[config.mk]
export PLATFORM = sky130hd
export DESIGN_NAME = hallway_column_sequencer
export DESIGN_NICKNAME = d
export VERILOG_FILES = /design/src/rtl/hallway_column_sequencer.sv
export SDC_FILE = /design/constraint.sdc
export NUM_CORES = 1
export LEC_CHECK = 0
export BUFFER_PORTS_ARGS = -buffer_cell sky130_fd_sc_hd__buf_2
export CAP_MARGIN = 20
export CORE_ASPECT_RATIO = 1.25
export CORE_MARGIN = 2
export CORE_UTILIZATION = 54
export DETAILED_ROUTE_END_ITERATION = 10
export PLACE_DENSITY = 0.78
export SLEW_MARGIN = 25
export SYNTH_ARGS = -nofsm -noshare
export SYNTH_HDL_FRONTEND = slang
export SYNTH_SLANG_ARGS = --single-unit
[constraint.sdc]
create_clock -name clock -period 4.6 [get_ports clock]
set_clock_uncertainty 0.05 [all_clocks]
set_input_delay 0.92 -clock clock [delete_from_list [all_inputs] [get_ports clock]]
set_output_delay 0.92 -clock clock [all_outputs]
set_load 0.03 [all_outputs]
[src/rtl/hallway_column_sequencer.sv]
// Per-column tracer sequencer: on a frame tick it asks the updater for direction toggles, steps both tracers, then offers the column.
// Latency: tick sampled at edge T -> dir_enable during T..T+1, dirs updated at T+2, positions/col_valid at T+3.
// Backpressure: col_valid and column fields hold until col_ready; ticks arriving while busy are dropped and flagged on overrun.
module hallway_column_sequencer #(
  parameter int SCREEN_H   = 120,
  parameter int MIN_GAP    = 26,
  parameter int COLS       = 160,
  parameter int INIT_UPPER = 20,
  parameter int INIT_LOWER = 99
) (
  input  logic       clock,
  input  logic       reset_n,
  input  logic       frame_tick,
  input  logic       run,
  input  logic       toggle_upper,
  input  logic       toggle_lower,
  output logic       dir_enable,
  output logic [6:0] upper_pos,
  output logic [6:0] lower_pos,
  output logic       upper_dir,
  output logic       lower_dir,
  output logic       col_valid,
  input  logic       col_ready,
  output logic [7:0] col_x,
  output logic [6:0] col_upper,
  output logic [6:0] col_lower,
  output logic       busy,
  output logic       overrun
);

  localparam logic [2:0] S_IDLE   = 3'd0;
  localparam logic [2:0] S_ENABLE = 3'd1;
  localparam logic [2:0] S_SAMPLE = 3'd2;
  localparam logic [2:0] S_STEP   = 3'd3;
  localparam logic [2:0] S_EMIT   = 3'd4;

  localparam logic signed [7:0] GAP_S    = 8'(MIN_GAP);
  localparam logic signed [7:0] BOTTOM_S = 8'(SCREEN_H - 1);
  localparam logic [7:0]        LAST_X   = 8'(COLS - 1);
  localparam logic [6:0]        RST_UP   = 7'(INIT_UPPER);
  localparam logic [6:0]        RST_LO   = 7'(INIT_LOWER);

  logic [2:0] state_q, state_d;
  logic [6:0] upper_pos_q, lower_pos_q, col_upper_q, col_lower_q;
  logic       upper_dir_q, lower_dir_q;
  logic       dir_enable_q, col_valid_q, busy_q, overrun_q;
  logic [7:0] col_x_q;

  // step results, applied only in STEP
  logic signed [7:0] up_s, lo_s, cu, cl, gap;
  logic [6:0]        upper_pos_d, lower_pos_d;
  logic              upper_dir_d, lower_dir_d;

  // Next-state: fixed four-cycle walk to EMIT, then wait for the handshake
  always_comb begin
    state_d = state_q;
    case (state_q)
      S_IDLE:   if (frame_tick && run) state_d = S_ENABLE;
      S_ENABLE: state_d = S_SAMPLE;
      S_SAMPLE: state_d = S_STEP;
      S_STEP:   state_d = S_EMIT;
      S_EMIT:   if (col_valid_q && col_ready) state_d = S_IDLE;
      default:  state_d = S_IDLE;
    endcase
  end

  // One-pixel step in signed arithmetic: edge clamps first, then the gap holds (upper yields before lower)
  always_comb begin
    up_s        = signed'({1'b0, upper_pos_q});
    lo_s        = signed'({1'b0, lower_pos_q});
    upper_dir_d = upper_dir_q;
    lower_dir_d = lower_dir_q;
    cu          = upper_dir_q ? (up_s - 8'sd1) : (up_s + 8'sd1);
    cl          = lower_dir_q ? (lo_s - 8'sd1) : (lo_s + 8'sd1);
    if (upper_dir_q && (upper_pos_q == 7'd0)) begin
      cu          = up_s;
      upper_dir_d = 1'b0;
    end
    if (!lower_dir_q && (lo_s == BOTTOM_S)) begin
      cl          = lo_s;
      lower_dir_d = 1'b1;
    end
    gap = cl - cu;
    if (gap < GAP_S) begin
      cu  = up_s;
      gap = cl - cu;
      if (gap < GAP_S) cl = lo_s;
    end
    upper_pos_d = cu[6:0];
    lower_pos_d = cl[6:0];
  end

  // State, registered outputs derived from the next state, and per-state register updates
  always_ff @(posedge clock or negedge reset_n) begin
    if (!reset_n) begin
      state_q      <= S_IDLE;
      upper_pos_q  <= RST_UP;
      lower_pos_q  <= RST_LO;
      upper_dir_q  <= 1'b1;
      lower_dir_q  <= 1'b0;
      col_upper_q  <= RST_UP;
      col_lower_q  <= RST_LO;
      col_x_q      <= 8'd0;
      dir_enable_q <= 1'b0;
      col_valid_q  <= 1'b0;
      busy_q       <= 1'b0;
      overrun_q    <= 1'b0;
    end else begin
      state_q      <= state_d;
      dir_enable_q <= (state_d == S_ENABLE);
      col_valid_q  <= (state_d == S_EMIT);
      busy_q       <= (state_d != S_IDLE);
      overrun_q    <= frame_tick && run && (state_q != S_IDLE);
      if (state_q == S_SAMPLE) begin
        upper_dir_q <= upper_dir_q ^ toggle_upper;
        lower_dir_q <= lower_dir_q ^ toggle_lower;
      end
      if (state_q == S_STEP) begin
        upper_pos_q <= upper_pos_d;
        lower_pos_q <= lower_pos_d;
        upper_dir_q <= upper_dir_d;
        lower_dir_q <= lower_dir_d;
        col_upper_q <= upper_pos_d;
        col_lower_q <= lower_pos_d;
      end
      if ((state_q == S_EMIT) && col_valid_q && col_ready) begin
        col_x_q <= (col_x_q == LAST_X) ? 8'd0 : col_x_q + 8'd1;
      end
    end
  end

  assign dir_enable = dir_enable_q;
  assign upper_pos  = upper_pos_q;
  assign lower_pos  = lower_pos_q;
  assign upper_dir  = upper_dir_q;
  assign lower_dir  = lower_dir_q;
  assign col_valid  = col_valid_q;
  assign col_x      = col_x_q;
  assign col_upper  = col_upper_q;
  assign col_lower  = col_lower_q;
  assign busy       = busy_q;
  assign overrun    = overrun_q;

endmodule

==> flow_summary.ini, run 1 <==
[route]
drtIter0Drc = 80
drt-wirelength-per-cell_um = 15.3
drc_errors = 0
routed_via_density = 5.81
dr.pass1.iters = 4
vias = 2357
routed_wl_mm = 6.22
drtAntennaViolNets = 0

[placed_design]
routabilityCongestion = 0.851
dp_hpwl_mm = 4.71
io_buffers = 48

[worst_setup_path]
slowest_delay_ns = 0.51
reg2reg_slack_ns = 0.29
ff2ff_path_depth = 12
critPathMostFrequentCell = ha_1
critPathLaunchType = register
critPathCapture = col_lower[2]
cp_slowest_cell = dfrtp_2
path_class = reg2reg
cp_data_required_time_ns = 4.72
r2r-start = lower_dir
crit_fanout = 14
r2r_end = col_lower[2]
cp-end-kind = register
path_cells = ha_1, a211oi_1, nor2_1, nor3_1, ha_1, o21ai_0, nor2b_1, a21oi_1, a311oi_2, xnor3_2, o32ai_4, mux2_2
worstPathArrival_ns = 4.43
cp-startpoint = lower_dir

[synthesis]
ys_types = 60
synthArstFlopShare = 1.00
syn-instance-count = 302
syn_avg_cell_area_um2 = 9.20
yosys.area.top_type = dfrtp_1
ys_seq_area_frac = 0.282
synth_area_leaders = dfrtp_1, ha_1, dfstp_2
yosys_warnings = 0
synth-main-ff-cell = dfrtp_1
synth_area_mm2 = 0.00278
synth-edff-count = 0
ys_seq_elements = 31
yosys.area.top_type_share = 0.216
synthesis.nets = 337

[grt]
grt_usage = 0.238
grt_pass1_wl_mm = 10.5
grtUsageMet2 = 0.402
busiest_layer = met2
grt_remaining_overflow = 0
grt_max_degree = 32
grt_pass1_vias = 2319
use_met3 = 0.0442
grt_util_met1 = 0.293
antenna_found_initial = 0

[clocking]
cts_tree = done
cts_hold_buf = 0
clkTransAtPathRegs_ns = 0.07
clockBufferDepth = 2
h-tree-depth = 2
cts_inserted_buffers = 5
cts.sinks = 31
cts_root_buf = clkbuf_8
clock_latency_ns = 0.29

[run_status]
status = finished, final reports clean

[die]
rows = 29
dieArea_mm2 = 0.00574
core_area_mm2 = 0.00501
pin_count = 49
initial_core_util = 0.555
die_w_um = 68.2
die_y_um = 84.2

[sta]
whs_ns = 0.486
fmax_ghz = 0.232
min_period_over_period = 0.936
slew_headroom = 0.546
fin_crit_ns = 4.31
rsz0062_at_grt = no
drv_slew = 0
tightest_slew_ns = 0.681
finalHoldViolCount = 0
finalSetupTns_ns = 0
final-setup-viol-count = 0

[layout]
nets = 378
diodes = 0
drive_above_1_share = 0.247
area_growth_syn_to_layout_pct = 12.6

[worst_hold_path]
hp-class = reg2reg

[job]
cap_violations = 0
## Yosys cell counts, types with 2 or more instances
master     number
nand2_1        28
nor2_1         26
dfrtp_1        24
ha_1           24
inv_1          21
a21oi_1        17
buf_4          14
o21ai_0        14
xnor2_1        10
mux2i_1         9
dfstp_2         7
mux2_2          7
a211oi_1        6
o21a_1          6
a21o_1          5
or3_1           5
xor2_1          5
and2_1          4
fa_1            4
nand3_1         4
nor2b_1         4
nor3_1          4
a2111oi_0       3
and3_1          3
nand2b_1        3
nand4_1         3
nor3b_1         3
nor4_1          3
o31ai_1         3
o21bai_1        2
o22a_1          2
## state kept, by name, indices dropped and copies added, names as in the netlist
| name | flops |
|---|---|
| dir_enable | 1 |
| upper_dir | 1 |
| busy | 1 |
| col_upper | 7 |
| lower_dir | 1 |
| col_lower | 7 |
| state_q | 3 |
| col_valid | 1 |
| col_x | 8 |
| overrun | 1 |
## critical path, delay by kind of cell, from the launching register on
kind | cells | cell delay, ns
DFF | 1 | 0.51
adders and majority gates | 2 | 0.71
muxes | 1 | 0.38
and+or+nand+nor | 3 | 0.78
AOI/OAI and AO/OA | 5 | 1.34
xor gates and xnor gates | 1 | 0.44
## metrics by stage
stage / cell area, um^2 / instances / setup slack [ns] / util
2_1_floorplan: 2780 / 302 / 0.529 / -
3_3_place_gp: 3000 / 398 / 0.387 / 0.598
3_5_place_dp: 3000 / 398 / 0.253 / 0.598
4_1_cts: 3130 / 406 / 0.231 / 0.625
5_1_grt: 3130 / 406 / 0.0708 / 0.625
6_report: 3130 / 406 / 0.292 / 0.625
## worst min-delay path by stage
stage,cells after the start,slack (ns),start,endpoint
2_1_floorplan,1,0.45,state_q[2],state_q[1]
3_3_place_gp,2,0.46,col_x[1],col_x[1]
3_5_place_dp,1,0.47,col_x[6],col_x[6]
4_1_cts,1,0.48,col_x[6],col_x[6]
5_1_grt,1,0.49,col_x[6],col_x[6]
6_report,1,0.49,col_x[6],col_x[6]
## routing by layer
metal	wire length, um	vias up
met4	109	0
met1	2740	1129
met3	240	9
met2	3140	53
met5	0	-
li1	-	1166
## cells by family after synthesis
family                     after synthesis  share of synthesized area
AOI/OAI and AO/OA                       74                      0.205
xor gates and xnor gates                16                     0.0558
adders and majority gates               28                      0.137
buffers and inverters                   36                     0.0675
DFF                                     31                      0.282
muxes                                   17                     0.0648
and+or+nand+nor                        100                      0.188
## cell usage in the layout (no fill, tap or decap), types with 9 or more instances in the layout
cell     synthesis  layout
dfrtp_1         24      23
buf_2            0      48
nor2_1          26      26
nand2_1         28      28
inv_1           21      21
o21ai_0         14      14
a21oi_1         17      17
mux2i_1          9       9
ha_1            24      24
xnor2_1         10      10
## area by class of cell
| cell class | count | area [um^2] |
|---|---|---|
| Fill cell | 454 | 1880 |
| Multi-Input combinational cell | 235 | 1810 |
| Timing Repair Buffer | 49 | 248 |
| Tap cell | 62 | 77.6 |
| Sequential cell | 31 | 786 |
| Clock buffer | 6 | 72.6 |
| Clock inverter | 2 | 60.1 |
| Inverter | 21 | 78.8 |
## repair_timing
action,4_1_cts,5_1_grt
endpoints found under the setup margin,0,7
gates resized for setup,0,1
setup buffers,0,0
Power of run 1 is not shown: default switching activity piles up to over one toggle a cycle in this logic, so the estimate is an artifact.
==> inputs of run 2 (changes only) <==
PLACE_DENSITY = 0.77   (was 0.78)
==> run 2 against run 1 <==
  * Global-route usage down 0.56 points
  * Die area unchanged
  * Design area is 0.64% lower
  * Setup slack worse by 0.046 ns
==> flow_summary.ini, run 2 (same netlist as run 1, synthesis figures left out) <==
[job]
cap_violations = 0

[worst_setup_path]
critPathLaunchType = register
r2r_end = col_lower[4]
path_class = reg2reg
ff2ff_path_depth = 12
cp-end-kind = register
r2r-start = lower_dir
reg2reg_slack_ns = 0.25
cp_data_required_time_ns = 4.73
worstPathArrival_ns = 4.48
crit_fanout = 14

[route]
routed_wl_mm = 6.16
routed_via_density = 5.96
vias = 2418
dr.pass1.iters = 4
drc_errors = 0
drtAntennaViolNets = 0
drt-wirelength-per-cell_um = 15.2
drtIter0Drc = 70

[placed_design]
routabilityCongestion = 0.865
dp_hpwl_mm = 4.71
io_buffers = 48

[worst_hold_path]
hp-class = reg2reg
worstHoldPathCells = 1
hold_path_end = col_x[6]
hold_path_startpoint = col_x[6]

[clocking]
cts_tree = done
clockBufferDepth = 2
clkTransAtPathRegs_ns = 0.07
clock_latency_ns = 0.30
cts_inserted_buffers = 5
cts_root_buf = clkbuf_8
cts_hold_buf = 0
h-tree-depth = 2
post-cts-setup-buffer-count = 0
cts.sinks = 31

[die]
rows = 29
core_area_mm2 = 0.00501
initial_core_util = 0.555
dieArea_mm2 = 0.00574
die_y_um = 84.2
pin_count = 49
die_w_um = 68.2

[sta]
fmax_ghz = 0.230
rsz0062_at_grt = no
tightest_slew_ns = 0.708
min_period_over_period = 0.946
finalSetupTns_ns = 0
slew_headroom = 0.528
fin_crit_ns = 4.35
drv_slew = 0
final-setup-viol-count = 0
finalHoldViolCount = 0

[grt]
grt_pass1_vias = 2287
grt_remaining_overflow = 0
grt_usage = 0.232
grt_max_degree = 32
grt_pass1_wl_mm = 10.3
antenna_found_initial = 0

[layout]
largest_reg_flops = 8
drive_above_1_share = 0.250
layout_common_cells = buf_2, nand2_1, nor2_1
diodes = 0
nets = 378
final_common_cell = buf_2
area_growth_syn_to_layout_pct = 11.9

[run_status]
status = finished, final reports clean
[run 2: cell count changes in the layout (fill, tap and decap cells not counted), sizes merged]
cell / previous run / this run
bufinv: 2 / 1
clkbuf: 6 / 5
clkinv: 0 / 2
[run 2: layout make-up]
type	instances	area (um^2)
Clock buffer	5	68.8
Multi-Input combinational cell	235	1810
Clock inverter	3	43.8
Sequential cell	31	786
Timing Repair Buffer	49	248
Tap cell	62	77.6
Fill cell	429	1900
Inverter	21	78.8
[run 2: how the worst max path moves through the flow]
stage	startpoint	to	cells past startpoint
floorplan	lower_dir	col_lower[2]	13
global placement	lower_dir	col_lower[2]	12
detailed placement	lower_dir	col_lower[3]	12
CTS	lower_dir	col_lower[4]	12
global route	lower_dir	col_lower[2]	12
finish	lower_dir	col_lower[4]	12
[run 2: repair_timing]
action                                  4_1_cts  5_1_grt
endpoints found under the setup margin        0        7
gates resized for setup                       0        1
hold endpoints to repair                      0        0
[run 2: worst max-delay path, stage by stage (launching register included)]
cell      delay [ns]
dfrtp_2         0.52
ha_1            0.36
a211oi_1        0.41
nor2_1          0.12
nor3_1          0.44
ha_1            0.36
o21ai_0         0.24
nor2b_1         0.21
a21oi_1         0.09
a311oi_2        0.32
xnor3_2         0.44
o32ai_4         0.29
mux2_2          0.39
[run 2: per-layer routing]
layer / vias up / track usage / share of wire
met5: - / 0 / 0
met4: 0 / 0.116 / 0.029
met3: 16 / 0.0362 / 0.052
met2: 73 / 0.381 / 0.49
met1: 1163 / 0.288 / 0.42
li1: 1166 / - / -
[run 2: through the flow]
step	util	setup slack (ns)	hold WS, ns	cells	cell area (um^2)
after floorplan	-	0.529	0.453	302	2780
after global placement	0.598	0.357	0.463	398	3000
after detailed placement	0.598	0.165	0.464	398	3000
after CTS	0.621	0.144	0.479	406	3110
after global routing	0.621	0.0110	0.495	406	3110
final	0.621	0.247	0.486	406	3110
Power of run 2 is left out for the same reason.
